## src/rtl/seven_seg_scanner.sv

```systemverilog
// Four-digit multiplexed seven-segment driver paced by rising edges of a slow scan square wave.
// Define SEG_SCAN_LZB_EN to blank leading zero digits (digit 0 is always lit).
module seven_seg_scanner #(
   parameter bit ACTIVE_LOW = 1'b1
) (
   input  logic        clk,
   input  logic        reset,
   input  logic        scanClk,
   input  logic        enable,
   input  logic [15:0] value,
   input  logic [3:0]  dp,
   output logic [3:0]  an,
   output logic [6:0]  seg,
   output logic        dpOut,
   output logic [1:0]  digitIdx
);

   localparam logic [3:0] AN_MASK  = ACTIVE_LOW ? 4'hF  : 4'h0;
   localparam logic [6:0] SEG_MASK = ACTIVE_LOW ? 7'h7F : 7'h00;
   localparam logic       DP_MASK  = ACTIVE_LOW;

   logic        r_scanPrev;
   logic [1:0]  r_idx;
   logic [15:0] r_snap;
   logic [3:0]  r_snapDp;
   logic [3:0]  r_an;
   logic [6:0]  r_seg;
   logic        r_dp;

   logic        w_tick;
   logic        w_advance;
   logic [1:0]  w_nextIdx;
   logic [15:0] w_nextSnap;
   logic [3:0]  w_nextSnapDp;
   logic [3:0]  w_digit;
   logic        w_lzBlank;
   logic [3:0]  w_anNext;
   logic [6:0]  w_segNext;
   logic        w_dpNext;

   function automatic logic [6:0] hexDecode(input logic [3:0] n);
      case (n)
         4'h0: hexDecode = 7'b0111111;
         4'h1: hexDecode = 7'b0000110;
         4'h2: hexDecode = 7'b1011011;
         4'h3: hexDecode = 7'b1001111;
         4'h4: hexDecode = 7'b1100110;
         4'h5: hexDecode = 7'b1101101;
         4'h6: hexDecode = 7'b1111101;
         4'h7: hexDecode = 7'b0000111;
         4'h8: hexDecode = 7'b1111111;
         4'h9: hexDecode = 7'b1101111;
         4'hA: hexDecode = 7'b1110111;
         4'hB: hexDecode = 7'b1111100;
         4'hC: hexDecode = 7'b0111001;
         4'hD: hexDecode = 7'b1011110;
         4'hE: hexDecode = 7'b1111001;
         default: hexDecode = 7'b1110001;
      endcase
   endfunction

   assign w_tick       = scanClk & ~r_scanPrev;
   assign w_advance    = w_tick & enable;
   assign w_nextIdx    = r_idx + 2'd1;
   // The wrap from digit 3 to digit 0 is the only point a new snapshot is taken.
   assign w_nextSnap   = (r_idx == 2'd3) ? value : r_snap;
   assign w_nextSnapDp = (r_idx == 2'd3) ? dp    : r_snapDp;

   always_comb begin
      w_digit = w_nextSnap[3:0];
      case (w_nextIdx)
         2'd1:    w_digit = w_nextSnap[7:4];
         2'd2:    w_digit = w_nextSnap[11:8];
         2'd3:    w_digit = w_nextSnap[15:12];
         default: w_digit = w_nextSnap[3:0];
      endcase
   end

`ifdef SEG_SCAN_LZB_EN
   always_comb begin
      w_lzBlank = 1'b0;
      case (w_nextIdx)
         2'd3:    w_lzBlank = (w_nextSnap[15:12] == 4'h0);
         2'd2:    w_lzBlank = (w_nextSnap[15:8]  == 8'h00);
         2'd1:    w_lzBlank = (w_nextSnap[15:4]  == 12'h000);
         default: w_lzBlank = 1'b0;
      endcase
   end
`else
   assign w_lzBlank = 1'b0;
`endif

   // Build the next digit in active-high form, then apply the polarity mask once.
   assign w_anNext  = (w_lzBlank ? 4'h0  : (4'b0001 << w_nextIdx)) ^ AN_MASK;
   assign w_segNext = (w_lzBlank ? 7'h00 : hexDecode(w_digit))     ^ SEG_MASK;
   assign w_dpNext  = (w_lzBlank ? 1'b0  : w_nextSnapDp[w_nextIdx]) ^ DP_MASK;

   always_ff @(posedge clk) begin
      if (reset) begin
         r_scanPrev <= 1'b0;
         r_idx      <= 2'd3;
         r_snap     <= 16'h0000;
         r_snapDp   <= 4'h0;
         r_an       <= AN_MASK;
         r_seg      <= SEG_MASK;
         r_dp       <= DP_MASK;
      end else begin
         r_scanPrev <= scanClk;
         if (!enable) begin
            r_an  <= AN_MASK;
            r_seg <= SEG_MASK;
            r_dp  <= DP_MASK;
         end else if (w_advance) begin
            r_idx    <= w_nextIdx;
            r_snap   <= w_nextSnap;
            r_snapDp <= w_nextSnapDp;
            r_an     <= w_anNext;
            r_seg    <= w_segNext;
            r_dp     <= w_dpNext;
         end
      end
   end

   assign an       = r_an;
   assign seg      = r_seg;
   assign dpOut    = r_dp;
   assign digitIdx = r_idx;

endmodule

```

## config.mk

```make
export PLATFORM = sky130hd
export DESIGN_NAME = seven_seg_scanner
export DESIGN_NICKNAME = d
export VERILOG_FILES = /design/src/rtl/seven_seg_scanner.sv
export SDC_FILE = /design/constraint.sdc
export NUM_CORES = 1
export LEC_CHECK = 0
export ABC_AREA = 1
export BUFFER_PORTS_ARGS = -buffer_cell sky130_fd_sc_hd__buf_2
export CORE_ASPECT_RATIO = 0.9
export CORE_UTILIZATION = 48
export CTS_CLUSTER_DIAMETER = 100
export CTS_CLUSTER_SIZE = 28
export DETAILED_ROUTE_END_ITERATION = 10
export PLACE_DENSITY_LB_ADDON = 0.15
export SLEW_MARGIN = 20
export SYNTH_ARGS = -nofsm -noshare
export SYNTH_HDL_FRONTEND = slang
export SYNTH_SLANG_ARGS = --single-unit
```

## constraint.sdc

```tcl
create_clock -name clk -period 2.4 [get_ports clk]
set_clock_uncertainty 0.15 [all_clocks]
set_input_delay 0.48 -clock clk [delete_from_list [all_inputs] [get_ports clk]]
set_output_delay 0.48 -clock clk [all_outputs]
set_load 0.01 [all_outputs]
```

==> impl_metrics.env <==
export IMPL_status="finished clean"
export IMPL_place_hpwl_um=3070
export IMPL_drt_initial_drc_count=105
export IMPL_r2r_setup_slack_ns=0.20
export IMPL_clk_path_buf_depth=2
export IMPL_power_mw=1.26
export IMPL_r2r_cells=15
export IMPL_fp_row_count=20
export IMPL_slew_viol_final=0
export IMPL_grt_pass1_wl_um=6670
export IMPL_cts_tree="yes"
export IMPL_synth_cell_type_count=23
export IMPL_met1_length_um=2000
export IMPL_worstMarginPinSlew_ns=0.570
export IMPL_areaGrowthSynthToFinish_pct=18.2
export IMPL_fin_crit_sh_pct=91.6
export IMPL_ir_worst_vdd_v=0.000401
export IMPL_vias=1748
export IMPL_cellPowerDensity_nw_per_um2=592
export IMPL_syn_avg_cell_area_sq_um=7.03
export IMPL_grt_ovfl_total=0
export IMPL_synthArstFlopShare_pct=0
export IMPL_rsz0062_at_grt="no"
export IMPL_dieWidth_um=66.5
export IMPL_vias_per_cell=5.11
export IMPL_start_kind="flop"
export IMPL_io_buffers=37
export IMPL_initial_core_util_pct=51.7
export IMPL_finalSetupTns_ns=0
export IMPL_core_sq_um=3480
export IMPL_yosys_warnings=0
export IMPL_path_class="reg2reg"
export IMPL_drc=0
export IMPL_ys_ff_latch=31
export IMPL_layout_nets=334
export IMPL_dr_max_layer_used="met4"
export IMPL_dr_wl_met3_um=235
export IMPL_hold_buffers=0
export IMPL_placed_cells=334
export IMPL_dr_pass1_iters=4
export IMPL_crit_arrival_ns=2.24
export IMPL_antenna_found_initial=0
export IMPL_htree_num_levels=2
export IMPL_die_h_um=60.1
export IMPL_fin_cells=342
export IMPL_cp_max_fo=14
export IMPL_gp_congestion=0.860
export IMPL_fillers=359
export IMPL_worst_slack_ns=0.201
export IMPL_worstSetupEndpointType="flop"
export IMPL_postSynthCellCount=256
export IMPL_clock_sinks=31
export IMPL_die_area_sq_um=4000
export IMPL_critPathLaunch="digitIdx[0]"
export IMPL_setup_violations=0
export IMPL_leakage_nw=1.03
export IMPL_max_slew_margin_pct=61.9
export IMPL_route_detailed_wl_per_inst_um=12.0
export IMPL_drv_cap=0
export IMPL_worstReg2RegStart="digitIdx[0]"
export IMPL_synth_flop_cell="dfxtp_1"
export IMPL_routed_wirelength_um=4110
export IMPL_syn_num_nets=293
export IMPL_synth_edf_count=0
export IMPL_root_buffer="clkbuf_8"
export IMPL_postCtsSetupBuffers=0
export IMPL_clkTransAtPathRegs_ns=0.07
export IMPL_min_path_type="in2reg"
export IMPL_ios=38
export IMPL_met2_length_um=1810
export IMPL_period_needed_ns=2.20
export IMPL_diodes=0
export IMPL_antenna_left=0
export IMPL_clock_latency_ns=0.29
export IMPL_grt_pass1_vias=1486
export IMPL_fmax_mhz=455
export IMPL_cts_buffers=5
export IMPL_worstReg2RegEnd="seg[3]"
export IMPL_synth_seq_area_share_pct=34.5
export IMPL_drive_gt1_share_pct=23.5
export IMPL_grt_max_degree=38
export IMPL_synth_area_sq_um=1800
export IMPL_crit_end="seg[3]"
export IMPL_grt_usage_pct=22.7
export IMPL_required_ns=2.44
export IMPL_pre_cts_ws_ns=0.195
export IMPL_hold_viol=0
-- final cells by class --
type / instances / area (sq um) / area share, %
multi-input cells: 182 / 1000 / 47.0
flip-flops and latches: 31 / 621 / 29.2
repair buffers: 46 / 253 / 11.9
inverters: 31 / 116 / 5.47
clock buffers: 7 / 76.3 / 3.59
well taps: 44 / 55.1 / 2.59
clock inverters: 1 / 5.00 / 0.235
-- power by group --
part | internal, mW | total, mW | switching (mW)
clock network | 0.203 | 0.402 | 0.199
logic | 0.115 | 0.304 | 0.189
registers | 0.542 | 0.553 | 0.0105
-- repair_timing --
action                                 in CTS  in global routing
endpoints found under the hold margin       0                  0
resized for setup                           0                  2
setup endpoints to repair                   0                  2
-- cells in the final DEF, fill, tap and decap left out, types with 2 or more instances in the layout --
cell type,instances
a211oi_1,9
inv_2,5
nor2_1,9
nand2_2,5
dfxtp_1,31
nand2_4,2
clkbuf_8,5
a31oi_1,6
o21ai_0,9
clkbuf_1,2
a21oi_1,16
o21ai_1,5
nand3_1,21
ha_2,2
nand2_1,76
o211ai_1,7
ha_1,11
buf_2,37
buf_4,9
inv_1,26
-- synth_stat cells, drive strengths merged, types with 6 or more instances --
master	number	area, sq um
o211ai	7	52.6
a211oi	9	67.6
a31oi	6	37.5
dfxtp	31	621
nand3	22	115
o21ai	15	78.8
nand2	83	339
inv	31	116
ha	13	163
clkbuf	6	22.5
nor2	9	33.8
a21oi	16	80.1
buf	6	45.0
-- worst max-delay path: stages, from the launching register on --
cell	delay [ns]
dfxtp_1	0.31
ha_1	0.20
buf_4	0.18
o21ai_1	0.20
nand2_1	0.07
nand3_1	0.10
nand2_1	0.06
nand2_2	0.10
inv_1	0.10
ha_1	0.29
inv_1	0.05
nand2_1	0.06
nand3_1	0.07
nand2_1	0.05
nand2_1	0.05
nand2_1	0.04
-- per-stage QoR --
stage               util (%)  hold WS, ns  instance area [sq um]
finish                  61.1        0.273                   2130
global route            61.1        0.292                   2130
CTS                     61.0        0.277                   2120
detailed placement      58.6        0.305                   2040
global placement        58.6        0.295                   2040
floorplan                  -        0.286                   1800
-- kinds of logic after synthesis --
logic type	share of synthesized area, %
AOI/OAI and AO/OA	18.2
adders and majority gates	9.04
buffers and inverters	10.2
DFF	34.5
and+or+nand+nor	28.0
-- flip-flops by register name, indices dropped and copies added, names as in the netlist --
name	cells
r_scanPrev	1
digitIdx	2
seg	7
r_snap	12
dpOut	1
r_snapDp	4
an	4
-- routing by layer --
layer	vias to the layer above	track usage, %
met5	-	0
met2	51	36.4
li1	920	-
met3	7	4.77
met4	0	9.12
met1	770	29.6
-- worst min-delay path by stage --
stage / startpoint / to / depth (start not counted)
global route: scanClk / r_scanPrev / 3
detailed placement: seg[4] / seg[4] / 2
global placement: seg[1] / seg[1] / 2
finish: scanClk / r_scanPrev / 3
CTS: scanClk / r_scanPrev / 3
floorplan: r_snap[10] / r_snap[10] / 2
Power figures use the tool's default switching activity.
